### src/rtl/pipe_ctrl_unit.sv
`default_nettype none
// ============================================================================
//  Module      : pipe_ctrl_unit
//  Description : Stall/flush controller for an NSTAGE in-order pipeline.
//                Produces per-stage write enables, flushes and side-effect
//                write disables from exception, branch, hazard, mul/div,
//                cache and TLB events. Holds a deferred branch redirect,
//                a multi-cycle exception flush counter and a stall watchdog.
//  Revision    : 1.0 - initial release
// ============================================================================
module pipe_ctrl_unit #(
    parameter int NSTAGE      = 7,
    parameter int HAZ_STAGES  = 3,
    parameter int MD_STAGE    = 3,
    parameter int FE_STAGES   = 3,
    parameter int REDIR_DEPTH = 1,
    parameter int DISWR_BASE  = 4,
    parameter int FLUSH_HOLD  = 1,
    parameter int CNT_W       = 8,
    parameter int WDOG_LIMIT  = 200
) (
    input  logic                  clk,
    input  logic                  rst,
    input  logic                  flush_exception,
    input  logic                  branch_failed,
    input  logic [HAZ_STAGES-1:0] dh_stall,
    input  logic                  exe_flush_dh,
    input  logic                  muldiv_busy,
    input  logic                  icache_busy,
    input  logic                  dcache_busy,
    input  logic                  i_tlb_stall,
    input  logic                  d_tlb_stall,
    output logic [NSTAGE-1:0]     stage_wr,
    output logic [NSTAGE-1:0]     stage_flush,
    output logic [NSTAGE-1:0]     stage_diswr,
    output logic                  icache_flush,
    output logic                  dcache_flush,
    output logic                  redirect_pending,
    output logic [CNT_W-1:0]      stall_cnt,
    output logic                  wdog_timeout
);

    // Hold counter only needs to represent 0..FLUSH_HOLD-1.
    localparam int                  c_HOLD_W    = (FLUSH_HOLD > 1) ? $clog2(FLUSH_HOLD) : 1;
    localparam logic [c_HOLD_W-1:0] c_HOLD_LOAD = c_HOLD_W'(FLUSH_HOLD - 1);
    localparam logic [CNT_W-1:0]    c_CNT_MAX   = {CNT_W{1'b1}};
    localparam logic [CNT_W-1:0]    c_WDOG      = CNT_W'(WDOG_LIMIT);

    logic [c_HOLD_W-1:0] r_hold_cnt;
    logic                r_redirect_pending;
    logic [CNT_W-1:0]    r_stall_cnt;

    logic                w_exc;
    logic                w_busy;
    logic                w_redir;
    logic [NSTAGE-1:0]   w_norm_wr;
    logic [NSTAGE-1:0]   w_norm_flush;
    logic [c_HOLD_W-1:0] w_hold_nxt;
    logic                w_pending_nxt;
    logic [CNT_W-1:0]    w_stall_nxt;

    // An exception stays active while the hold counter drains after the pulse.
    assign w_exc   = flush_exception | (r_hold_cnt != '0);
    assign w_busy  = icache_busy | dcache_busy | d_tlb_stall;
    assign w_redir = branch_failed | r_redirect_pending;

    // Quiet-pipeline controls: hazard stalls, mul/div freeze and hazard bubble.
    always_comb begin
        w_norm_wr    = '1;
        w_norm_flush = '0;
        for (int i = 0; i < HAZ_STAGES; i++) begin
            w_norm_wr[i] = ~(dh_stall[i] | muldiv_busy);
        end
        for (int i = 0; i < NSTAGE; i++) begin
            if (i <= MD_STAGE) begin
                w_norm_wr[i] = w_norm_wr[i] & ~muldiv_busy;
            end
            if (i == HAZ_STAGES) begin
                w_norm_flush[i] = exe_flush_dh;
            end
        end
    end

    // Priority resolution: exception, cache busy, I-TLB stall, redirect, normal.
    always_comb begin
        stage_wr      = w_norm_wr;
        stage_flush   = w_norm_flush;
        stage_diswr   = '0;
        icache_flush  = 1'b0;
        dcache_flush  = 1'b0;
        w_pending_nxt = r_redirect_pending;
        w_hold_nxt    = r_hold_cnt;

        if (w_exc) begin
            stage_wr     = '1;
            stage_flush  = '0;
            for (int i = 1; i < NSTAGE - 1; i++) begin
                stage_flush[i] = 1'b1;
            end
            icache_flush  = 1'b1;
            dcache_flush  = 1'b1;
            w_pending_nxt = 1'b0;
            w_hold_nxt    = flush_exception ? c_HOLD_LOAD : (r_hold_cnt - 1'b1);
        end else if (w_busy) begin
            stage_wr    = '0;
            stage_flush = '0;
            for (int i = 0; i < NSTAGE; i++) begin
                if (i >= DISWR_BASE) begin
                    stage_diswr[i] = 1'b1;
                end
            end
            w_pending_nxt = r_redirect_pending | branch_failed;
        end else if (i_tlb_stall) begin
            // Front end frozen; the back end keeps its normal behaviour.
            for (int i = 0; i < NSTAGE; i++) begin
                if (i < FE_STAGES) begin
                    stage_wr[i] = 1'b0;
                end
            end
            w_pending_nxt = r_redirect_pending | branch_failed;
        end else if (w_redir) begin
            stage_wr    = '1;
            stage_flush = '0;
            for (int i = 1; i < NSTAGE; i++) begin
                if (i <= MD_STAGE && muldiv_busy) begin
                    stage_wr[i] = 1'b0;
                end
                if (i <= REDIR_DEPTH) begin
                    stage_flush[i] = 1'b1;
                end
            end
            icache_flush  = 1'b1;
            w_pending_nxt = 1'b0;
        end
    end

    // Count consecutive PC-stall cycles outside exceptions, saturating.
    always_comb begin
        w_stall_nxt = '0;
        if (!stage_wr[0] && !w_exc) begin
            w_stall_nxt = (r_stall_cnt == c_CNT_MAX) ? r_stall_cnt : (r_stall_cnt + 1'b1);
        end
    end

    // Controller state registers.
    always_ff @(posedge clk or posedge rst) begin
        if (rst) begin
            r_hold_cnt         <= '0;
            r_redirect_pending <= 1'b0;
            r_stall_cnt        <= '0;
        end else begin
            r_hold_cnt         <= w_hold_nxt;
            r_redirect_pending <= w_pending_nxt;
            r_stall_cnt        <= w_stall_nxt;
        end
    end

    assign redirect_pending = r_redirect_pending;
    assign stall_cnt        = r_stall_cnt;
    assign wdog_timeout     = (r_stall_cnt >= c_WDOG);

endmodule
`default_nettype wire

### config.mk
export PLATFORM = sky130hd
export DESIGN_NAME = pipe_ctrl_unit
export DESIGN_NICKNAME = d
export VERILOG_FILES = /design/src/rtl/pipe_ctrl_unit.sv
export SDC_FILE = /design/constraint.sdc
export NUM_CORES = 1
export LEC_CHECK = 0
export CAP_MARGIN = 10
export CORE_MARGIN = 10
export CORE_UTILIZATION = 39
export CTS_BUF_LIST = sky130_fd_sc_hd__clkbuf_8 sky130_fd_sc_hd__clkbuf_16
export CTS_CLUSTER_SIZE = 14
export DETAILED_ROUTE_END_ITERATION = 12
export PLACE_DENSITY = 0.84
export SLEW_MARGIN = 20
export SYNTH_ARGS = -nofsm -noshare
export SYNTH_HDL_FRONTEND = slang
export SYNTH_SLANG_ARGS = --single-unit
### constraint.sdc
create_clock -name clk -period 2.9 [get_ports clk]
set_input_delay 0.29 -clock clk [delete_from_list [all_inputs] [get_ports clk]]
set_output_delay 0.29 -clock clk [all_outputs]
set_load 0.005 [all_outputs]
==> metrics.md <==
| Metric | Value |
|---|---|
| P&R area growth vs syn | `49.58%` |
| Antenna violations before repair | `0` |
| Synth cell types | `33` |
| # IOs | `46` |
| Setup violations, final | `0` |
| Reg area | `250.2 um^2` |
| Commonest cells after routing, fill and taps aside | `clkdlybuf4s50_1 (39), dfrtp_1 (10), conb_1 (7)` |
| Routed Wire Length | `2.282 mm` |
| Fin crit share | `0.8744` |
| Crit path largest cell delay | `580 ps` |
| Synth Area in XOR/XNOR | `0` |
| Share of cells above drive strength 1 | `0.05932` |
| Max-Cap Viols | `0` |
| Routability congestion estimate | `0.8862` |
| Die Area | `4075 um^2` |
| Adder-cell share of the synthesized area | `0.03339` |
| Area of the core | `1783 um^2` |
| CP Launch Type | `input port` |
| Worst EP arrival | `2250 ps` |
| Final HPWL DP | `1.887 mm` |
| Multi-input gate area | `389.1 um^2` |
| Initial DRC count | `28` |
| Unrepaired setup endpoints after global routing | `no` |
| CP dominant cell by count | `clkdlybuf4s50_1` |
| Post-CTS Setup Inserts | `0` |
| Clk Latency, worst-skew pair | `230 ps` |
| Setup TNS | `0 ps` |
| DR WL met3 | `220 um` |
| H-tree depth | `1` |
| DRT Pass-1 Iters | `4` |
| Ant. Diodes | `0` |
| WP data required | `2610 ps` |
| Worst Clk Skew | `2.903 ps` |
| Filler cells | `157` |
| Fmax | `394.4 MHz` |
| Clock buffer depth | `2` |
| Clock root buffer | `clkbuf_8` |
| Total grt overflow | `0` |
| # hold bufs at CTS | `0` |
| Hold Fails Final Rpt | `0` |
| R2R depth | `4` |
| Most common cell after layout, fill and taps aside | `clkdlybuf4s50_1` |
| Crit-path cells | `clkdlybuf4s50_1, or4_4, a21oi_4, nand2b_1, clkdlybuf4s50_1` |
| Final Util | `0.6288` |
| Largest family of logic cells by synthesized area | `simple AND/OR/NAND/NOR gates` |
| Hold crit path type | `in -> async` |
| Initial core utilization | `0.4204` |
| Die height | `63.84 um` |
| WL met1 | `786 um` |
| Die Wd | `63.84 um` |
| Clock net sink count | `10` |
| Synth Area in Compound Gates | `0.1920` |
| Post-layout min period | `2536 ps` |
| CTS tree | `built` |
| Leak | `0.0004586 uW` |
| Post-Synth Simple-Gate Area | `0.2588` |
| Vias in the first global route | `702` |
| Mapped Area | `749.5 um^2` |
| Total via count in the routed design | `753` |
| Layout Nets | `135` |
| CTS clk-pin slew, worst paths | `40 ps` |
| Gr usage total | `0.1059` |
| Mapped Avg Cell Area | `8.715 um^2` |
| CP Max Fanout | `9` |
| Post-Synthesis Cells | `86` |
| Kind of critical path | `in -> out` |
| Status | `completed` |
| Max Used Layer | `met4` |
| Worst setup EP type | `output port` |
| Power Dens Cells | `320.0 nW/um^2` |
| Post-route ant nets | `0` |
| FF+latch count, synth | `10` |
| CTS buffer count | `3` |
| Largest net degree at the start of global routing | `16` |
| Post-DR wirelength/cell | `15.96 um` |
| YS warnings | `0` |
| Post-synthesis mux area share | `0` |
| Met2 Wirelength | `1.229 mm` |
| Slowest-stage cell, CP | `or4_4` |
| Max VDD drop | `0.3557 mV` |
| Slew Viols, Final | `0` |
| WHS | `338.1 ps` |
| Sequential element share of the synthesized area | `0.3339` |
| First-pass GRT wire length | `3.539 mm` |
| Avg Vias per Cell | `5.266` |
| DRC viols | `0` |
| Row count | `15` |
| Number of buffers added on ports | `39` |
| Post_cts resized | `0` |
[layer usage]
metal / track usage / up-vias
met5: 0 / -
met4: 0.02186 / 0
met3: 0.06098 / 8
met2: 0.1903 / 41
met1: 0.1030 / 342
li1: - / 362
[kinds of logic after synthesis]
kind of cell    count (synthesis)
compound gates                 20
fa+ha+maj                       2
buf+inv                        21
flops                          10
other cells                     1
simple gates                   32
[power breakdown]
group	switching (uW)	internal [uW]
Sequential	2.69	143
Clock	44.7	90.0
Combinational	31.6	46.9
Total	79.0	280
[path summary, 6_finish.rpt]
kind / slack [ps] / start / endpoint
hold reg to reg: 630 / stall_cnt[1]$_DFFE_PP0P_ / stall_cnt[1]$_DFFE_PP0P_
setup reg to reg: 1360 / stall_cnt[0]$_DFFE_PP0P_ / stall_cnt[2]$_DFFE_PP0P_
min in group clk: 630 / stall_cnt[1]$_DFFE_PP0P_ / stall_cnt[1]$_DFFE_PP0P_
setup / recovery: 360 / i_tlb_stall / stage_wr[0]
max in group asynchronous: 2300 / rst / redirect_pending$_DFFE_PP0P_
hold / removal: 340 / rst / stall_cnt[2]$_DFFE_PP0P_
[metrics by stage]
step | power, uW | area [um^2] | worst slack (ps) | std cells
floorplan | 186.0 | 772.0 | 1351 | 92
detailed placement | 226.7 | 1080 | 361.5 | 140
global placement | 225.2 | 1080 | 400.2 | 140
global route | 378.3 | 1121 | 302.4 | 143
finish | 358.7 | 1121 | 364.2 | 143
CTS | 363.0 | 1121 | 365.3 | 143
[cells in the mapped netlist]
cell type | n | share of area
buf_4 | 14 | 0.14
dfrtp_1 | 10 | 0.33
a21oi_1 | 5 | 0.033
inv_1 | 5 | 0.025
nor2_1 | 5 | 0.025
nor4_1 | 5 | 0.042
o21ai_0 | 5 | 0.033
nand3_1 | 3 | 0.020
nand4_1 | 3 | 0.025
and2_1 | 2 | 0.017
and3_1 | 2 | 0.017
and4b_1 | 2 | 0.027
ha_1 | 2 | 0.033
nand2_1 | 2 | 0.010
o21a_1 | 2 | 0.020
or3_1 | 2 | 0.017
a2111oi_2 | 1 | 0.020
a211oi_1 | 1 | 0.010
a21oi_4 | 1 | 0.022
a311oi_1 | 1 | 0.012
a31oi_1 | 1 | 0.0084
and4_1 | 1 | 0.012
buf_2 | 1 | 0.0067
clkbuf_1 | 1 | 0.0050
conb_1 | 1 | 0.0050
nand2b_1 | 1 | 0.0084
nor3_1 | 1 | 0.0067
nor3b_1 | 1 | 0.010
o211a_1 | 1 | 0.013
o21ai_1 | 1 | 0.0067
o311a_1 | 1 | 0.013
or2_2 | 1 | 0.0084
or4_4 | 1 | 0.015
[critical path: cells and delay by family]
kind	cells	cell delay, ps
buffers and inverters	2	950
and+or+nand+nor	2	730
AOI/OAI and AO/OA	1	270
[cell type report]
class / count / area share
sequential: 10 / 0.2232
multi-input combinational: 61 / 0.3471
timing repair buffer: 39 / 0.3482
clock buffer: 3 / 0.03683
inverter: 5 / 0.01674
tap: 25 / 0.02790
[registers in the layout, indices dropped and copies added, names as in the netlist]
register	count
r_hold_cnt	1
redirect_pending	1
stall_cnt	8
Power figures use the tool's default switching activity.
